--- config.mk ---
export PLATFORM = sky130hd
export DESIGN_NAME = mips_instr_encoder
export DESIGN_NICKNAME = d
export VERILOG_FILES = /design/src/rtl/mips_instr_encoder.sv
export SDC_FILE = /design/constraint.sdc
export NUM_CORES = 1
export LEC_CHECK = 0
export BUFFER_PORTS_ARGS = -buffer_cell sky130_fd_sc_hd__buf_2
export CORE_MARGIN = 4
export CORE_UTILIZATION = 41
export DETAILED_ROUTE_END_ITERATION = 7
export PLACE_DENSITY = 0.65
export SLEW_MARGIN = 20
export SYNTH_ARGS = -nofsm -noshare
export SYNTH_HDL_FRONTEND = slang
export SYNTH_SLANG_ARGS = --single-unit
--- constraint.sdc ---
create_clock -name clk -period 7.6 [get_ports clk]
set_clock_uncertainty 0.15 [all_clocks]
set_input_delay 0.38 -clock clk [delete_from_list [all_inputs] [get_ports clk]]
set_output_delay 0.38 -clock clk [all_outputs]
set_load 0.03 [all_outputs]
--- src/rtl/mips_instr_encoder.sv ---
// Encodes MIPS instruction requests into 32-bit words, buffers them with their
// instruction-memory addresses and streams them out. Optional macro: MIPS_ENCODER_DELAY_SLOT_EN.
module mips_instr_encoder #(
    parameter int          DEPTH     = 4,
    parameter logic [31:0] BASE_ADDR = 32'h0000_3000
) (
    input  logic        clk,
    input  logic        reset,
    input  logic        clear,
    input  logic        req_valid,
    output logic        req_ready,
    input  logic [3:0]  req_op,
    input  logic [4:0]  req_rs,
    input  logic [4:0]  req_rt,
    input  logic [4:0]  req_rd,
    input  logic [15:0] req_imm,
    input  logic [25:0] req_target,
    output logic        out_valid,
    input  logic        out_ready,
    output logic [31:0] out_instr,
    output logic [31:0] out_addr,
    output logic        err_illegal,
    output logic [15:0] words_out
);

    localparam int AW = $clog2(DEPTH);
    localparam int CW = AW + 1;
    localparam logic [CW-1:0] DEPTH_C = CW'(DEPTH);

    localparam logic [3:0] OP_ADD = 4'd0;
    localparam logic [3:0] OP_SUB = 4'd1;
    localparam logic [3:0] OP_ORI = 4'd2;
    localparam logic [3:0] OP_LW  = 4'd3;
    localparam logic [3:0] OP_SW  = 4'd4;
    localparam logic [3:0] OP_BEQ = 4'd5;
    localparam logic [3:0] OP_LUI = 4'd6;
    localparam logic [3:0] OP_J   = 4'd7;
    localparam logic [3:0] OP_JAL = 4'd8;
    localparam logic [3:0] OP_JR  = 4'd9;
    localparam logic [3:0] OP_NOP = 4'd10;

    logic [31:0]   mem_instr_q [DEPTH];
    logic [31:0]   mem_addr_q  [DEPTH];
    logic [AW-1:0] wr_ptr_q, wr_ptr_d;
    logic [AW-1:0] rd_ptr_q, rd_ptr_d;
    logic [CW-1:0] count_q, count_d;
    logic [31:0]   addr_q, addr_d;
    logic          err_q, err_d;
    logic [15:0]   words_q, words_d;
    logic [31:0]   last_instr_q, last_instr_d;
    logic [31:0]   last_addr_q, last_addr_d;

    logic [31:0]   enc_word;
    logic          enc_legal;
    logic          accept;
    logic          push;
    logic          push_slot;
    logic          pop;
    logic [CW-1:0] n_push;
    logic [31:0]   addr_step;

    always_comb begin
        enc_word  = 32'h0;
        enc_legal = 1'b1;
        case (req_op)
            OP_ADD:  enc_word = {6'b000000, req_rs, req_rt, req_rd, 5'b00000, 6'b100000};
            OP_SUB:  enc_word = {6'b000000, req_rs, req_rt, req_rd, 5'b00000, 6'b100010};
            OP_ORI:  enc_word = {6'b001101, req_rs, req_rt, req_imm};
            OP_LW:   enc_word = {6'b100011, req_rs, req_rt, req_imm};
            OP_SW:   enc_word = {6'b101011, req_rs, req_rt, req_imm};
            OP_BEQ:  enc_word = {6'b000100, req_rs, req_rt, req_imm};
            OP_LUI:  enc_word = {6'b001111, 5'b00000, req_rt, req_imm};
            OP_J:    enc_word = {6'b000010, req_target};
            OP_JAL:  enc_word = {6'b000011, req_target};
            OP_JR:   enc_word = {6'b000000, req_rs, 15'b0, 6'b001000};
            OP_NOP:  enc_word = 32'h0;
            default: enc_legal = 1'b0;
        endcase
    end

    // Handshakes: a request transfers when req_valid && req_ready, a word when
    // out_valid && out_ready; ready never looks at the op or at out_ready.
`ifdef MIPS_ENCODER_DELAY_SLOT_EN
    assign req_ready = !clear && (count_q <= DEPTH_C - CW'(2));
    assign push_slot = push && (req_op == OP_BEQ || req_op == OP_J ||
                                req_op == OP_JAL || req_op == OP_JR);
`else
    assign req_ready = !clear && (count_q < DEPTH_C);
    assign push_slot = 1'b0;
`endif

    assign accept    = req_valid && req_ready;
    assign push      = accept && enc_legal;
    assign out_valid = (count_q != '0);
    assign pop       = out_valid && out_ready && !clear;
    assign n_push    = push ? (push_slot ? CW'(2) : CW'(1)) : '0;
    assign addr_step = push ? (push_slot ? 32'd8 : 32'd4) : 32'd0;

    // When empty the outputs show the last word that left (or was flushed).
    assign out_instr   = out_valid ? mem_instr_q[rd_ptr_q] : last_instr_q;
    assign out_addr    = out_valid ? mem_addr_q[rd_ptr_q]  : last_addr_q;
    assign err_illegal = err_q;
    assign words_out   = words_q;

    always_comb begin
        wr_ptr_d     = wr_ptr_q;
        rd_ptr_d     = rd_ptr_q;
        count_d      = count_q;
        addr_d       = addr_q;
        err_d        = 1'b0;
        words_d      = words_q;
        last_instr_d = last_instr_q;
        last_addr_d  = last_addr_q;
        if (clear) begin
            wr_ptr_d     = '0;
            rd_ptr_d     = '0;
            count_d      = '0;
            addr_d       = BASE_ADDR;
            last_instr_d = out_instr;
            last_addr_d  = out_addr;
        end else begin
            if (pop) begin
                rd_ptr_d     = rd_ptr_q + AW'(1);
                words_d      = words_q + 16'd1;
                last_instr_d = out_instr;
                last_addr_d  = out_addr;
            end
            wr_ptr_d = wr_ptr_q + n_push[AW-1:0];
            count_d  = count_q + n_push - CW'(pop);
            addr_d   = addr_q + addr_step;
            err_d    = accept && !enc_legal;
        end
    end

    always_ff @(posedge clk or posedge reset) begin
        if (reset) begin
            wr_ptr_q     <= '0;
            rd_ptr_q     <= '0;
            count_q      <= '0;
            addr_q       <= BASE_ADDR;
            err_q        <= 1'b0;
            words_q      <= 16'd0;
            last_instr_q <= 32'h0;
            last_addr_q  <= BASE_ADDR;
        end else begin
            wr_ptr_q     <= wr_ptr_d;
            rd_ptr_q     <= rd_ptr_d;
            count_q      <= count_d;
            addr_q       <= addr_d;
            err_q        <= err_d;
            words_q      <= words_d;
            last_instr_q <= last_instr_d;
            last_addr_q  <= last_addr_d;
        end
    end

    // Storage needs no reset: pointers and count decide what is valid.
    always_ff @(posedge clk) begin
        if (push) begin
            mem_instr_q[wr_ptr_q] <= enc_word;
            mem_addr_q[wr_ptr_q]  <= addr_q;
        end
        if (push_slot) begin
            mem_instr_q[wr_ptr_q + AW'(1)] <= 32'h0;
            mem_addr_q[wr_ptr_q + AW'(1)]  <= addr_q + 32'd4;
        end
    end

endmodule
==> metrics.txt <==
htree depth=2; register area share after synthesis=0.679; pwr/cell area=371 nW/um2; footprint of the multi-input gates=4640 um2; placed cell areas=about 16000 um2; Avg WL per Cell=just under 20 um; worst hold path class=in2reg; WHS=0.105 ns; r2r setup slk=4.27 ns; cts bufs inserted=39; fmax=276 MHz; CP required=between 7 and 8 ns; period utilization=0.476; Layout area overhead=16.1%; worst relative slew slack=0.363; largest family of logic cells by synthesized area=multiplexers; Mapped Cells=1018; Initial DRC Count=500; most frequent cells in the layout=edfxtp_1 (244), nand2_1 (210), buf_2 (148); Clk Latency, worst-skew pair=0.53 ns; nets=between 1000 and 1500; max_cap viols=0; Async S/R FF share, synth=0.326; synthesized-area fraction occupied by adder cells=0.00627; post-DP HPWL=roughly 20000 um; Overflow after GRT=0; vias per cell=~5.4; Hold Vio Cnt, Final=0; Placed Cells=~1600; outcome=completed; GR peak layer=met2; flops & latches, synth=362; final instance area=approximately 18000 um2; largest net degree at the start of global routing=70; CP max FO=45; M3 GR Usage=0.0308; worst slack, placed=3.60 ns; share of cells above drive strength 1=0.298; Post-Synth Simple-Gate Area=0.0997; peak supply drop=0.274 mV; initial antenna violation count=1; fillers=3140; post_cts resized=0; RSZ-0062 raised after global routing=false; Yosys warning total=0; CTS sink count=around 360; # setup viols final=0; clk buf depth=3; CP Class=reg2out; first-pass GRT wire length=52500 um; die area=approximately 40000 um2; non-filler instance count after layout=1667; Lkg Pwr=a little under 7 nW; met1 Use GR=0.219; synth unique cells=50; Post-Route WL=32800 um; DR vias=8930; Die X=200 um; Primary FF master, synth=edfxtp_1; TritonCTS clock tree=yes; Worst setup EP type=output pin; CORE AREA=36500 um2; IO Count=149; total negative slack=0 ns; vias in the first global route=between 9000 and 10000; CP startpoint kind=register; Power Total=6.53 mW; compound-gate portion of the synthesized area=0.0405; post-synthesis mux area share=0.139; Worst Tran Pin Value=0.948 ns; drt first pass iters=7; clock period minus worst slack=around 3.6 ns; Core Util, Final=0.482; Synth Cell Area=15200 um2; Final WS setup=3.98 ns; commonest non-fill, non-tap cell in the layout=edfxtp_1; GRT Total Usage=0.163; GR Layer Usage met2=0.277; IO Port Bufs=148; GP Congestion=a little under 0.8; Mapped Nets=1091; Crit path arrival time=between 3 and 4 ns; Post-synth EDFFs=244; Synth Area per Inst=roughly 15 um2; Detail Route Antenna Nets=0; clock root buffer=clkbuf_16; FF/Latch Area=10300 um2; row count=70; Initial Utilization=0.415; clk slew on worst S/H paths=0.06 ns; Die H=roughly 200 um; DRC violations left=0; Slew Viols, Final=0; Synth Area in XOR/XNOR=0.0179
==> sequential cells by signal (all words and copies together), names as in the netlist <==
| name | flops |
|---|---|
| addr_q | 30 |
| count_q | 3 |
| err_illegal | 1 |
| last_addr_q | 32 |
| last_instr_q | 32 |
| mem_addr_q | 120 |
| mem_instr_q | 124 |
| rd_ptr_q | 2 |
| words_out | 16 |
| wr_ptr_q | 2 |
==> layout make-up <==
type,instances,area share
Antenna cell,1,0.000142
Clock buffer,55,0.0595
Clock inverter,16,0.00654
Inverter,16,0.00356
Multi-Input combinational cell,587,0.264
Sequential cell,362,0.585
Tap cell,468,0.0333
Timing Repair Buffer,162,0.0486
==> logic make-up after synthesis <==
| kind of cell | Yosys count |
|---|---|
| AOI/OAI and AO/OA | 89 |
| DFF | 362 |
| xor gates and xnor gates | 31 |
| muxes | 126 |
| adders and majority gates | 7 |
| buffers and inverters | 69 |
| and+or+nand+nor | 334 |
==> final timing paths <==
kind / from / endpoint / cells past startpoint
max in group asynchronous: reset / rd_ptr_q[0] / 4
hold / removal: req_target[2] / mem_instr_q[1][2] / 2
setup reg to reg: count_q[2] / addr_q[28] / 8
setup / recovery: rd_ptr_q[0] / out_instr[31] / 5
hold reg to reg: last_addr_q[0] / last_addr_q[0] / 1
min in group asynchronous: reset / last_addr_q[11] / 3
==> routing by layer <==
metal	vias to the layer above	routed length [um]	part of all wire
li1	4107	-	-
met1	4520	14100	0.43
met2	253	16100	0.49
met3	50	1890	0.058
met4	0	645	0.020
met5	-	0	0
==> power by group <==
part	leakage, nW	total, mW	internal, mW	switching (mW)
Combinational	2.45	2.33	0.812	1.52
Clock	0.568	1.72	0.973	0.748
Sequential	3.85	2.48	2.34	0.132
Total	6.88	6.53	4.13	2.40
==> repair_timing <==
| action | in CTS | in global routing |
|---|---|---|
| hold buffers | 2 | 0 |
| endpoints found under the hold margin | 46 | 0 |
| buffers inserted | 0 | 0 |
==> critical path, cell delays in order, from the launching register on <==
cell and delay [ns]:
dfrtp_4 0.69, buf_4 0.81, mux4_2 0.61, nand2_1 0.08, nand2_1 0.14, buf_2 0.21
==> synthesized netlist by cell type, types with 2 or more instances <==
| cell type | count | area (um2) |
|---|---|---|
| mux2i_1 | 2 | 20.0 |
| or3_1 | 8 | 50.1 |
| edfxtp_1 | 244 | 7330 |
| buf_1 | 4 | 15.0 |
| a221o_1 | 6 | 60.1 |
| xor2_1 | 13 | 114 |
| nor3_1 | 13 | 65.1 |
| a22oi_1 | 20 | 150 |
| o31ai_1 | 6 | 45.0 |
| buf_2 | 14 | 70.1 |
| xnor2_1 | 18 | 158 |
| nand2_1 | 210 | 788 |
| and4_1 | 4 | 35.0 |
| ha_1 | 6 | 75.1 |
| a22o_1 | 9 | 78.8 |
| o21ai_0 | 13 | 65.1 |
| nor2b_1 | 7 | 43.8 |
| inv_1 | 16 | 60.1 |
| dfrtp_1 | 114 | 2850 |
| nand3_1 | 11 | 55.1 |
| o221ai_1 | 4 | 35.0 |
| clkbuf_1 | 35 | 131 |
| nand2b_1 | 3 | 18.8 |
| nor2_1 | 32 | 120 |
| and2_1 | 12 | 75.1 |
| nand4_1 | 7 | 43.8 |
| dfstp_2 | 4 | 105 |
| and3_1 | 5 | 31.3 |
| a21oi_1 | 19 | 95.1 |
| mux2_2 | 63 | 709 |
| mux4_2 | 61 | 1370 |
| or4_1 | 8 | 60.1 |
| nor3b_1 | 2 | 15.0 |
| o22ai_1 | 6 | 37.5 |
| nor4_1 | 4 | 25.0 |
(Power assumes the default switching activity.)
